===== src/rtl/stacker_pkg.sv =====
// rtl/stacker_pkg.sv - shared colour codes, FSM states and RGB widths for the stack renderer
package stacker_pkg;

  localparam int RED_W   = 3;
  localparam int GREEN_W = 3;
  localparam int BLUE_W  = 2;
  localparam int RGB_W   = RED_W + GREEN_W + BLUE_W;

  localparam logic [1:0] CLR_NONE  = 2'b00;
  localparam logic [1:0] CLR_GREEN = 2'b01;
  localparam logic [1:0] CLR_RED   = 2'b10;
  localparam logic [1:0] CLR_BLUE  = 2'b11;

  typedef enum logic {
    ST_RUN      = 1'b0,
    ST_CLEARING = 1'b1
  } state_t;

  typedef logic signed [10:0] coord_t;

  // Packed as {red, green, blue}; each lit channel is driven to full scale.
  function automatic logic [RGB_W-1:0] decode_clr(input logic [1:0] code);
    logic [RGB_W-1:0] rgb;
    rgb = '0;
    case (code)
      CLR_RED:   rgb = {{RED_W{1'b1}}, {GREEN_W{1'b0}}, {BLUE_W{1'b0}}};
      CLR_GREEN: rgb = {{RED_W{1'b0}}, {GREEN_W{1'b1}}, {BLUE_W{1'b0}}};
      CLR_BLUE:  rgb = {{RED_W{1'b0}}, {GREEN_W{1'b0}}, {BLUE_W{1'b1}}};
      default:   rgb = '0;
    endcase
    return rgb;
  endfunction

endpackage


===== src/rtl/block_hit.sv =====
// rtl/block_hit.sv - strict-bounds hit test of one BLK_W x BLK_H box plus its colour decode
module block_hit
  import stacker_pkg::*;
#(
  parameter int CLR_W = 2,
  parameter int BLK_W = 100,
  parameter int BLK_H = 20
) (
  input  logic [9:0]       x_i,
  input  logic [9:0]       y_i,
  input  coord_t           lo_x_i,
  input  coord_t           lo_y_i,
  input  logic [CLR_W-1:0] clr_i,
  output logic             hit_o,
  output logic [RGB_W-1:0] rgb_o
);

  localparam logic signed [11:0] W12 = 12'(BLK_W);
  localparam logic signed [11:0] H12 = 12'(BLK_H);

  // One guard bit above the 11-bit coordinates so lo + size cannot wrap.
  logic signed [11:0] px, py, lx, ly, hx, hy;

  assign px = {2'b00, x_i};
  assign py = {2'b00, y_i};
  assign lx = {lo_x_i[10], lo_x_i};
  assign ly = {lo_y_i[10], lo_y_i};
  assign hx = lx + W12;
  assign hy = ly + H12;

  assign hit_o = (clr_i != '0) && (lx < px) && (px < hx) && (ly < py) && (py < hy);
  assign rgb_o = decode_clr(clr_i[1:0]);

endmodule


===== src/rtl/stack_renderer.sv =====
// rtl/stack_renderer.sv - colour-block stack with push/clear control and a 2-cycle pixel renderer
module stack_renderer
  import stacker_pkg::*;
#(
  parameter int DEPTH  = 16,
  parameter int CLR_W  = 2,
  parameter int BLK_W  = 100,
  parameter int BLK_H  = 20,
  parameter int BASE_Y = 400,
  parameter int SCROLL = 1
) (
  input  logic                       dclk,
  input  logic                       rst,
  input  logic [9:0]                 x,
  input  logic [9:0]                 y,
  input  logic                       frame_start,
  input  logic [9:0]                 pos_x,
  input  logic                       push_valid,
  output logic                       push_ready,
  input  logic [CLR_W-1:0]           push_clr,
  input  logic                       clear,
  input  logic [9:0]                 fall_x,
  input  logic [9:0]                 fall_y,
  input  logic [CLR_W-1:0]           fall_clr,
  output logic [$clog2(DEPTH+1)-1:0] height,
  output logic                       full,
  output logic [RED_W-1:0]           RED,
  output logic [GREEN_W-1:0]         GREEN,
  output logic [BLUE_W-1:0]          BLUE
);

  localparam int HW = $clog2(DEPTH+1);

  state_t           state_q;
  logic [HW-1:0]    height_q;
  logic [CLR_W-1:0] rows_q   [DEPTH];
  logic [CLR_W-1:0] shadow_q [DEPTH];
  logic [9:0]       shpos_q;

  logic [9:0]       x_q, y_q, fx_q, fy_q;
  logic [CLR_W-1:0] fclr_q;
  logic [RGB_W-1:0] rgb_q, rgb_d;

  logic             push_fire;

  assign full       = (height_q == HW'(DEPTH));
  assign push_ready = (state_q == ST_RUN) && !(full && (SCROLL == 0));
  assign push_fire  = push_valid && push_ready;
  assign height     = height_q;

  always_ff @(posedge dclk or negedge rst) begin
    if (!rst) begin
      state_q  <= ST_RUN;
      height_q <= '0;
      for (int i = 0; i < DEPTH; i++) rows_q[i] <= '0;
    end else begin
      case (state_q)
        ST_RUN: begin
          // clear outranks a push offered in the same cycle
          if (clear) begin
            state_q  <= ST_CLEARING;
            height_q <= '0;
            for (int i = 0; i < DEPTH; i++) rows_q[i] <= '0;
          end else if (push_fire) begin
            if (full) begin
              for (int i = 0; i < DEPTH-1; i++) rows_q[i] <= rows_q[i+1];
              rows_q[DEPTH-1] <= push_clr;
            end else begin
              for (int i = 0; i < DEPTH; i++)
                if (height_q == HW'(i)) rows_q[i] <= push_clr;
              height_q <= height_q + HW'(1);
            end
          end
        end
        ST_CLEARING: begin
          if (frame_start) state_q <= ST_RUN;
        end
        default: state_q <= ST_RUN;
      endcase
    end
  end

  always_ff @(posedge dclk or negedge rst) begin
    if (!rst) begin
      shpos_q <= '0;
      for (int i = 0; i < DEPTH; i++) shadow_q[i] <= '0;
    end else if (frame_start) begin
      shpos_q <= pos_x;
      for (int i = 0; i < DEPTH; i++) shadow_q[i] <= rows_q[i];
    end
  end

  always_ff @(posedge dclk or negedge rst) begin
    if (!rst) begin
      x_q    <= '0;
      y_q    <= '0;
      fx_q   <= '0;
      fy_q   <= '0;
      fclr_q <= '0;
      rgb_q  <= '0;
    end else begin
      x_q    <= x;
      y_q    <= y;
      fx_q   <= fall_x;
      fy_q   <= fall_y;
      fclr_q <= fall_clr;
      rgb_q  <= rgb_d;
    end
  end

  logic             row_hit [DEPTH];
  logic [RGB_W-1:0] row_rgb [DEPTH];
  logic             fall_hit;
  logic [RGB_W-1:0] fall_rgb;

  // Row i sits BLK_H above row i-1; its lower y bound is BASE_Y - i*BLK_H.
  for (genvar i = 0; i < DEPTH; i++) begin : g_row
    localparam coord_t ROW_LO_Y = coord_t'(BASE_Y - i*BLK_H);
    block_hit #(.CLR_W(CLR_W), .BLK_W(BLK_W), .BLK_H(BLK_H)) u_row_hit (
      .x_i    (x_q),
      .y_i    (y_q),
      .lo_x_i ({1'b0, shpos_q}),
      .lo_y_i (ROW_LO_Y),
      .clr_i  (shadow_q[i]),
      .hit_o  (row_hit[i]),
      .rgb_o  (row_rgb[i])
    );
  end

  block_hit #(.CLR_W(CLR_W), .BLK_W(BLK_W), .BLK_H(BLK_H)) u_fall_hit (
    .x_i    (x_q),
    .y_i    (y_q),
    .lo_x_i ({1'b0, fx_q}),
    .lo_y_i ({1'b0, fy_q}),
    .clr_i  (fclr_q),
    .hit_o  (fall_hit),
    .rgb_o  (fall_rgb)
  );

  always_comb begin
    rgb_d = '0;
    for (int i = DEPTH-1; i >= 0; i--)
      if (row_hit[i]) rgb_d = row_rgb[i];
    if (fall_hit) rgb_d = fall_rgb;
  end

  assign RED   = rgb_q[RGB_W-1 -: RED_W];
  assign GREEN = rgb_q[BLUE_W +: GREEN_W];
  assign BLUE  = rgb_q[BLUE_W-1:0];

endmodule


===== config.mk =====
export PLATFORM = sky130hd
export DESIGN_NAME = stack_renderer
export DESIGN_NICKNAME = d
export VERILOG_FILES = /design/src/rtl/stacker_pkg.sv /design/src/rtl/block_hit.sv /design/src/rtl/stack_renderer.sv
export SDC_FILE = /design/constraint.sdc
export NUM_CORES = 1
export LEC_CHECK = 0
export CORE_ASPECT_RATIO = 1.2
export CORE_UTILIZATION = 65
export CTS_BUF_LIST = sky130_fd_sc_hd__clkbuf_16
export DETAILED_ROUTE_END_ITERATION = 6
export DONT_BUFFER_PORTS = 1
export PLACE_DENSITY = 0.84
export SYNTH_ARGS = -nofsm -noshare
export SYNTH_HDL_FRONTEND = slang
export SYNTH_SLANG_ARGS = --single-unit

===== constraint.sdc =====
create_clock -name dclk -period 6.3 [get_ports dclk]
set_clock_uncertainty 0.05 [all_clocks]
set_input_delay 1.89 -clock dclk [delete_from_list [all_inputs] [get_ports dclk]]
set_output_delay 1.89 -clock dclk [all_outputs]
set_load 0.01 [all_outputs]

==> impl_metrics.csv <==
group,metric,value,unit
run,maxCapViolCount,0,
timing,finalHoldViolCount,0,
yosys,synth_edf_count,0,
setup_path,cpMaxStageDelayCell,"dfrtp_1",
clocking,cts_tree,"done",
min_path,hold_path_depth,2,
timing,relSlewSlack,0.383,
timing,fin_crit,3.72,ns
timing,worstMarginPinSlew,0.922,ns
floorplan,initial_core_util,0.678,
yosys,ys_top_cells_by_area,"dfrtp_1 (43%), ha_1 (11%), mux2_2 (5.3%)",
yosys,syn_area,7230,µm²
layout,diodes,0,
timing,fmax,269,MHz
yosys,synth.most_common_cell,"dfrtp_1",
setup_path,rr_worst_depth,8,
setup_path,cpMostUsedCell,"inv_1",
floorplan,die_h,118,µm
setup_path,critPathLaunchType,"flip-flop",
yosys,syn_nets,873,
yosys,postSynthAreaPerCell,9.62,µm²
clocking,htree_levels,4,
status,violations,"DRC",
yosys,synthArstFlopShare,1.00,
min_path,hold_end,"rows_q[21]",
layout,drive_above_1_share,0.0962,
status,status,"finished, violations left",
timing,setup_viol,0,
detailed_routing,first_pass_iters,7,
detailed_routing,routed_wl,17.8,mm
setup_path,reg2reg_from,"y_q[2]",
min_path,hp-class,"flip-flop to flip-flop",
pwr,leakage,0.00353,µW
floorplan,core,10700,µm²
floorplan,die_w,98.3,µm
layout,area_delta_synth_final,8.65,%
layout,final_cells,888,
global_routing,grt_pass1_wl,29.2,mm
placement,pre_cts_ws,2.91,ns
placement,dp_hpwl,12.4,mm
global_routing,grt_usage,0.324,
clocking,cts_resized,0,
clocking,clock_latency,0.41,ns
clocking,postCtsSetupRepairBufs,0,
timing,fin_setup_tns,0,ns
global_routing,grt_pass1_vias,5906,
yosys,ys.flop_type,"dfrtp_1",
global_routing,antenna_found_initial,0,
setup_path,crit_arrival,1.78,ns
timing,rsz0062_at_grt,"false",
placement,portBuffers,0,
clocking,cts_hold_buf,0,
clocking,path_clk_slew,0.06,ns
yosys,synth_top_cell_by_area,"dfrtp_1",
detailed_routing,drc,11,
yosys,synthTopCellsByCount,"dfrtp_1 (125), nand2_1 (77), o21ai_0 (67)",
global_routing,grt_max_degree,126,
clocking,cts.sinks,125,
setup_path,slowest_delay,0.47,ns
clocking,clk_path_buf_depth,2,
pwr,ir_drop,155,µV
layout,fin_util,0.736,
setup_path,critical_path_class,"flip-flop to output pin",
yosys,ys_ff_latch,125,
detailed_routing,first_iter_violations,510,
floorplan,dieArea,11600,µm²
detailed_routing,antenna_left,0,
yosys,syn_inst,752,
layout,fin_nets,867,
floorplan,placementRows,41,
detailed_routing,viasPerCell,6.58,
setup_path,crit_chain,"inv_1 -> ha_1 -> and3_1 -> nand2_1 -> inv_1",
timing,slew_violations,0,
global_routing,grt-ovfl-total,0,
clocking,clockRootBuffer,"clkbuf_16",
pwr,powerDensity,333,nW/µm²
floorplan,ioPinCount,74,
min_path,hp-start,"rows_q[21]",
timing,fin_crit_sh,0.591,
placement,gp_congestion,0.887,
setup_path,reg2reg_slack,3.23,ns
clocking,cts_made_buffers,17,
detailed_routing,num_vias,5841,
setup_path,crit_required,4.36,ns
detailed_routing,wl_per_cell,20.0,µm
setup_path,crit_path_end_kind,"output pin",
yosys,ys_types,67,
yosys,ys_seq_area_frac,0.433,
setup_path,cp_max_fo,6,
yosys,synth_top_cell_area_share,0.433,
timing,timing.final.ws_setup,2.58,ns
placement,place_inst,856,
yosys,yosysWarnings,0,
setup_path,r2r_end,"rgb_q[6]",
[metal layers]
layer  track usage  vias to the layer above  share of wire
met4         0.164                        0          0.041
met5             0                        -              0
met2         0.549                      231           0.50
met1         0.384                     2832           0.40
li1              -                     2722              -
met3        0.0730                       56          0.053
[report_power, final]
group / switching (µW) / total (µW) / internal, µW
Sequential: 217 / 1190 / 975
Combinational: 252 / 462 / 210
Clock: 353 / 965 / 612
Total: 822 / 2620 / 1800
[state kept, by name (all words and copies together), names as in the netlist, 2 cells and up]
| register | flops |
|---|---|
| rgb_q | 3 |
| fy_q | 10 |
| height | 5 |
| fx_q | 10 |
| shadow_q | 32 |
| shpos_q | 10 |
| fclr_q | 2 |
| y_q | 10 |
| x_q | 10 |
| rows_q | 32 |
[stage by stage]
stage | total power, µW | cell area (µm²) | hold WS (ns)
2_1_floorplan | 1490 | 7230 | 0.415
3_3_place_gp | 1600 | 7280 | 0.437
3_5_place_dp | 1640 | 7280 | 0.447
4_1_cts | 2610 | 7860 | 0.460
5_1_grt | 2740 | 7860 | 0.480
6_report | 2620 | 7860 | 0.456
[placed cells by master (no fill, tap or decap), types with 5 or more instances in the layout]
cell type and n:
dfrtp_1 125, nand2_1 77, o21ai_0 67, a21oi_1 64
ha_1 62, nor2_1 48, inv_1 46, mux2_2 34
nor3_1 18, clkbuf_16 17, nand3_1 12, nand2b_1 11
o2111ai_1 11, xnor2_1 10, xor2_1 10, nor2b_1 9
o22ai_1 9, nand4_1 8, o21a_1 6, a31oi_1 6
o211ai_1 5, a21o_1 5, nor4_1 5, o31ai_1 5
a211oi_1 5
[worst max-delay path: cells and delay by family, from the launching register on]
family / cells / cell delay, ns
fa+ha+maj: 1 / 0.23
buf+inv: 2 / 0.38
flops: 1 / 0.47
simple gates: 2 / 0.29
[final cells by class]
cell class	instances	area, µm²
Clock buffer	17	425
Clock inverter	15	156
Fill cell	733	2810
Inverter	45	169
Multi-Input combinational cell	556	3810
Sequential cell	125	3130
Tap cell	129	161
Timing Repair Buffer	1	7.51
[cells by family (layout without fill, tap and decap cells)]
group | Yosys count | after routing | synth area share
DFF | 125 | 125 | 0.433
adders and majority gates | 62 | 62 | 0.107
xor gates and xnor gates | 20 | 20 | 0.0242
AOI/OAI and AO/OA | 217 | 217 | 0.187
and+or+nand+nor | 222 | 222 | 0.154
buffers and inverters | 71 | 78 | 0.0407
muxes | 35 | 35 | 0.0543
[worst max path at each step]
stage                    from    endpoint  slack (ns)  depth (start not counted)
floorplan           height[0]        full        3.22                          5
global placement        clear  rows_q[14]        2.99                          4
detailed placement      clear  rows_q[14]        2.91                          4
CTS                 height[0]        full        2.61                          5
global route        height[0]        full        2.46                          5
finish              height[0]        full        2.58                          5
Note: power is estimated with default switching activity, not from simulation.
==> RTL change 1, RTL diff (same flow settings) <==
Register the output `GREEN`, cleared by the reset; this adds one clock of latency there. The other outputs are not delayed to match.
--- a/src/rtl/stack_renderer.sv
+++ b/src/rtl/stack_renderer.sv
@@ -145,7 +145,13 @@
   end
 
   assign RED   = rgb_q[RGB_W-1 -: RED_W];
-  assign GREEN = rgb_q[BLUE_W +: GREEN_W];
+  always_ff @(posedge dclk or negedge rst) begin
+    if (!rst) begin
+      GREEN <= '0;
+    end else begin
+      GREEN <= rgb_q[BLUE_W +: GREEN_W];
+    end
+  end
   assign BLUE  = rgb_q[BLUE_W-1:0];
 
 endmodule
Behaviour: not the same (Yosys sat finds a counterexample within 4 cycles, from zero or initial values and one cycle with rst low).
==> RTL change 1 against the original RTL <==
- design area up 3.2%
- cell count up 5.0%
- worst setup slack worse by 100 ps
- wire length up 0.50%
- via count up 3.0%
- non-clock buffer count unchanged
- synthesized area up 3.2%
- total power up 3.6%
- sequential share of layout area down 0.94 points
- sequential cell count up 1
- critical path type unchanged
==> RTL change 1: results (changes against the original RTL) <==
Synth
  – Netlist cell types: 72 (was 67)
  – Mapped Cells: 780 (was 752)
  – Sequential area share after synthesis: 42.2% (was 43.3%)
  – Ranking of synthesized cells by area: dfrtp_1, ha_1, o21ai_0 (was dfrtp_1, ha_1, mux2_2)
  – Top cells by count, synth: dfrtp_1, nand2_1, o21ai_0 (unchanged)

STA
  – Slew margin rel.: 34.2% (was 38.3%)

Route
  – Overall routed net length: 17900 um (was 17800 um)
  – Wire length on met3: 1080 um (was 935 um)
  – WL/cell: 19.2 um (was 20.0 um)
  – DR vias/cell: 6.46 (was 6.58)
  – Pre-antenna DRT Iters: 5 (was 7)
  – M1 WL: 7100 um (was 7140 um)
  – First DRT Iteration DRCs: 331 (was 510)
  – Met2 Wirelength: 9030 um (was 8970 um)

CTS
  – CTS sink cnt: 126 (was 125)
  – Clk_lat worst skew: 430 ps (was 410 ps)

Pwr
  – LEAKAGE: 0.00359 uW (was 0.00353 uW)
  – Sequential share of power: 44.6% (was 45.5%)
  – Int Pwr: 1860 uW (was 1800 uW)
  – Sw Share: 31.4% (about the same)
  – Worst VDD drop: 0.226 mV (was 0.155 mV)

Critical path
  – R2r setup slk: 3090 ps (was 3230 ps)
  – Arrival @ worst endpoint: 1880 ps (was 1780 ps)
  – Reg2reg end: rgb_q[1] (was rgb_q[6])
  – Worst R2R Start: shpos_q[2] (was y_q[2])
  – Crit Path Max Fanout: 7 (was 6)
  – R2r worst-path depth: 12 (was 8)

Global routing
  – Largest net degree at the start of global routing: 127 (was 126)
  – GRT Total Usage: 31.5% (was 32.4%)
  – First-pass GRT wire length: 28800 um (was 29200 um)
  – Met3 GRT Util: 6.57% (was 7.30%)
  – Vias in the first global route: 6030 (was 5906)
  – Met1 usage: 37.1% (was 38.4%)

Layout
  – Final-layout non-clock buffer area share: 0.0925% (was 0.0955%)
  – Share of cells above drive strength 1: 9.90% (was 9.62%)
  – Clock network area share: 7.62% (was 7.40%)
  – Nets: 886 (was 867)
  – Count of non-CTS inverters in the layout: 46 (was 45)
  – Multi-input logic area: 0.00397 mm^2 (was 0.00381 mm^2)

Worst hold path
  – Worst Hold Depth: 0 (was 2)
  – Worst hold start: rgb_q[4] (was rows_q[21])
  – Hold Path Sink: GREEN[1] (was rows_q[21])

Placed design
  – GPL Wtd Cong: 0.950 (was 0.887)
  – Placed insts: 900 (was 856)

Run status
  – Status: finished, final reports clean (was complete, but fails checks)
[RTL change 1: cell types whose count changed in the layout (fill, tap and decap cells not counted), moves of 4 or more]
cell      change
a311oi_1      +4
and3b_1       -4
mux2_2        -4
nand3_1       +6
nand4_1       +4
o211ai_1      +5
o32ai_1       +4
[RTL change 1: per-stage QoR]
stage / hold WS (ps) / cell area, um^2 / setup WS (ps)
after floorplan: 281 / 7460 / 3130
after global placement: 287 / 7490 / 3010
after detailed placement: 291 / 7490 / 2910
after CTS: 309 / 8110 / 2480
after global routing: 314 / 8110 / 2340
final: 302 / 8110 / 2480
[RTL change 1: cells by family (layout without fill, tap and decap cells)]
family | Yosys count | count (layout) | share of synthesized area, %
xor+xnor | 23 | 23 | 2.70
buf+inv | 81 | 79 | 4.59
flops | 126 | 126 | 42.2
simple gates | 232 | 232 | 16.1
fa+ha+maj | 62 | 62 | 10.4
mux | 31 | 31 | 4.66
compound gates | 225 | 225 | 19.3
==> RTL change 2, RTL diff (config.mk and constraints unchanged) <==
Made on the original files. Set the package constant `BLUE_W` to 3 (it was 2).
--- a/src/rtl/stacker_pkg.sv
+++ b/src/rtl/stacker_pkg.sv
@@ -3,7 +3,7 @@
 
   localparam int RED_W   = 3;
   localparam int GREEN_W = 3;
-  localparam int BLUE_W  = 2;
+  localparam int BLUE_W  = 3;
   localparam int RGB_W   = RED_W + GREEN_W + BLUE_W;
 
   localparam logic [1:0] CLR_NONE  = 2'b00;
Interface: changed (resized BLUE); port bits go from 74 to 75. No check against the original RTL was run, so the function may have changed too.
==> RTL change 2 against the original RTL <==
- the flow still finishes with violations (DRC)
- total power fell by 1.7%
- worst setup slack improved by 37 ps
- synthesized area rose by 0.10%
- synthesized cell count rose by 0.13%
- design area fell by 0.22%
- sequential cell count did not move
- wire length fell by 3.3%
- non-clock buffer count did not move
- sequential power barely moved
- largest power group unchanged
- highest routed layer unchanged
==> RTL change 2: results (changes against the original RTL) <==
CTS
  – Setup Buffers After CTS: 0 (unchanged)
  – Maximum clock path buffer count: 2 (unchanged)
  – PostCTS Resize Cnt: 0 (unchanged)
  – Root Driver: clkbuf_16 (unchanged)
  – CTS Buf Count: 17 (unchanged)
  – Clk_lat worst skew: 410 ps (about the same)
  – H-tree levels: 4 (unchanged)
  – Clk slew on worst S/H paths: 60 ps (about the same)

Global routing
  – Largest net degree at the start of global routing: 126 (unchanged)
  – GRT Total Usage: 31.0% (was 32.4%)
  – Grt ovf: 0 (unchanged)
  – Vias in the first global route: 5829 (was 5906)
  – Antenna violations before repair: 0 (unchanged)
  – First-pass GRT wire length: 28300 um (was 29200 um)

Run status
  – Status: complete, but fails checks (unchanged)
  – Failing checks: DRC (unchanged)

Route
  – Pre-antenna DRT Iters: 7 (unchanged)
  – First DRT Iteration DRCs: 382 (was 510)
  – Vias post-DR: 5863 (was 5841)
  – Overall routed net length: 17200 um (was 17800 um)
  – Drt drc: 12 (was 11)

Critical path
  – R2r worst-path depth: 8 (unchanged)
  – Worst setup startpoint: height[0] (unchanged)
  – Crit Path Max Fanout: 6 (unchanged)
  – R2r setup slk: 3300 ps (was 3230 ps)
  – Arrival @ worst endpoint: 1740 ps (was 1780 ps)
  – Reg2reg end: rgb_q[2] (was rgb_q[6])
  – Worst R2R Start: y_q[2] (unchanged)
  – Critical path endpoint: full (unchanged)
  – Critical Path Max Stage Delay: 470 ps (about the same)
  – Crit-path leading delay family: flip-flops (unchanged)
  – Slowest cell on the critical path: dfrtp_1 (unchanged)

Layout
  – Nets: 867 (unchanged)
  – Top flop regs: rows_q (32), shadow_q (32) (unchanged)
  – Number of diodes: 0 (unchanged)
  – Share of cells above drive strength 1: 10.4% (was 9.62%)

Synth
  – Sequential area share after synthesis: 43.2% (was 43.3%)
  – Ys async rst share: 100% (unchanged)
  – Post-synth EDFFs: 0 (unchanged)
  – Ranking of synthesized cells by area: dfrtp_1, ha_1, mux2_2 (unchanged)
  – Netlist cell types: 67 (unchanged)
  – Top cells by count, synth: dfrtp_1, nand2_1, o21ai_0 (unchanged)

Worst hold path
  – Worst hold start: shadow_q[11] (was rows_q[21])
  – Hold Path Class: register to register (unchanged)

Pwr
  – Switching power: 844 uW (was 822 uW)
  – Worst VDD drop: 0.200 mV (was 0.155 mV)
  – LEAKAGE: 0.00352 uW (was 0.00353 uW)

Placed design
  – GPL Wtd Cong: 0.954 (was 0.887)
  – Place WS: 2840 ps (was 2910 ps)
  – DPL Wire Length: 12200 um (was 12400 um)

STA
  – Worst Tran Pin Value: 1000 ps (was 922 ps)
  – Crit share post-route: 58.5% (was 59.1%)
==> RTL change 2: cells by family after synthesis <==
kind of cell               after synthesis  share of synthesized area, %
buffers and inverters                   72                          4.17
DFF                                    125                          43.2
xor gates and xnor gates                20                          2.42
muxes                                   35                          5.43
adders and majority gates               62                          10.7
and+or+nand+nor                        222                          15.4
AOI/OAI and AO/OA                      217                          18.6
==> RTL change 2: layout make-up <==
type | instances | area [um^2]
clock buffer | 17 | 425
inverter | 45 | 169
timing repair buffer | 1 | 7.51
clock inverter | 15 | 139
fill | 754 | 2830
sequential | 125 | 3130
tap | 129 | 161
multi-input combinational | 556 | 3810
==> RTL change 2: worst min-delay path by stage <==
stage,to,slack (ps),cells past startpoint
final,shadow_q[11],450,1
after global placement,rows_q[18],440,2
after floorplan,shadow_q[14],420,2
after CTS,shadow_q[11],450,1
after detailed placement,shadow_q[11],440,1
after global routing,rows_q[30],480,1
==> RTL change 2: metal layers <==
metal  vias up  share of wire [%]  GRT usage, %
met2       230                 50          51.9
met3        52                5.8          6.35
li1       2724                  -             -
met5         -                  0             0
met4         0                3.2          16.1
met1      2857                 41          37.6
==> RTL change 2: metrics by stage <==
stage / cell area (um^2) / util (%) / instances
after floorplan: 7240 / - / 753
after global placement: 7280 / 68.2 / 856
after detailed placement: 7280 / 68.2 / 856
after CTS: 7840 / 73.5 / 888
after global routing: 7840 / 73.5 / 888
final: 7840 / 73.5 / 888
==> RTL change 2: power by group through the flow <==
stage               clock network, uW  logic, uW  registers [uW]
finish                            924        456            1190
global route                      970        514            1220
floorplan                           0        378            1110
CTS                               939        454            1190
detailed placement                  0        443            1200
global placement                    0        413            1190
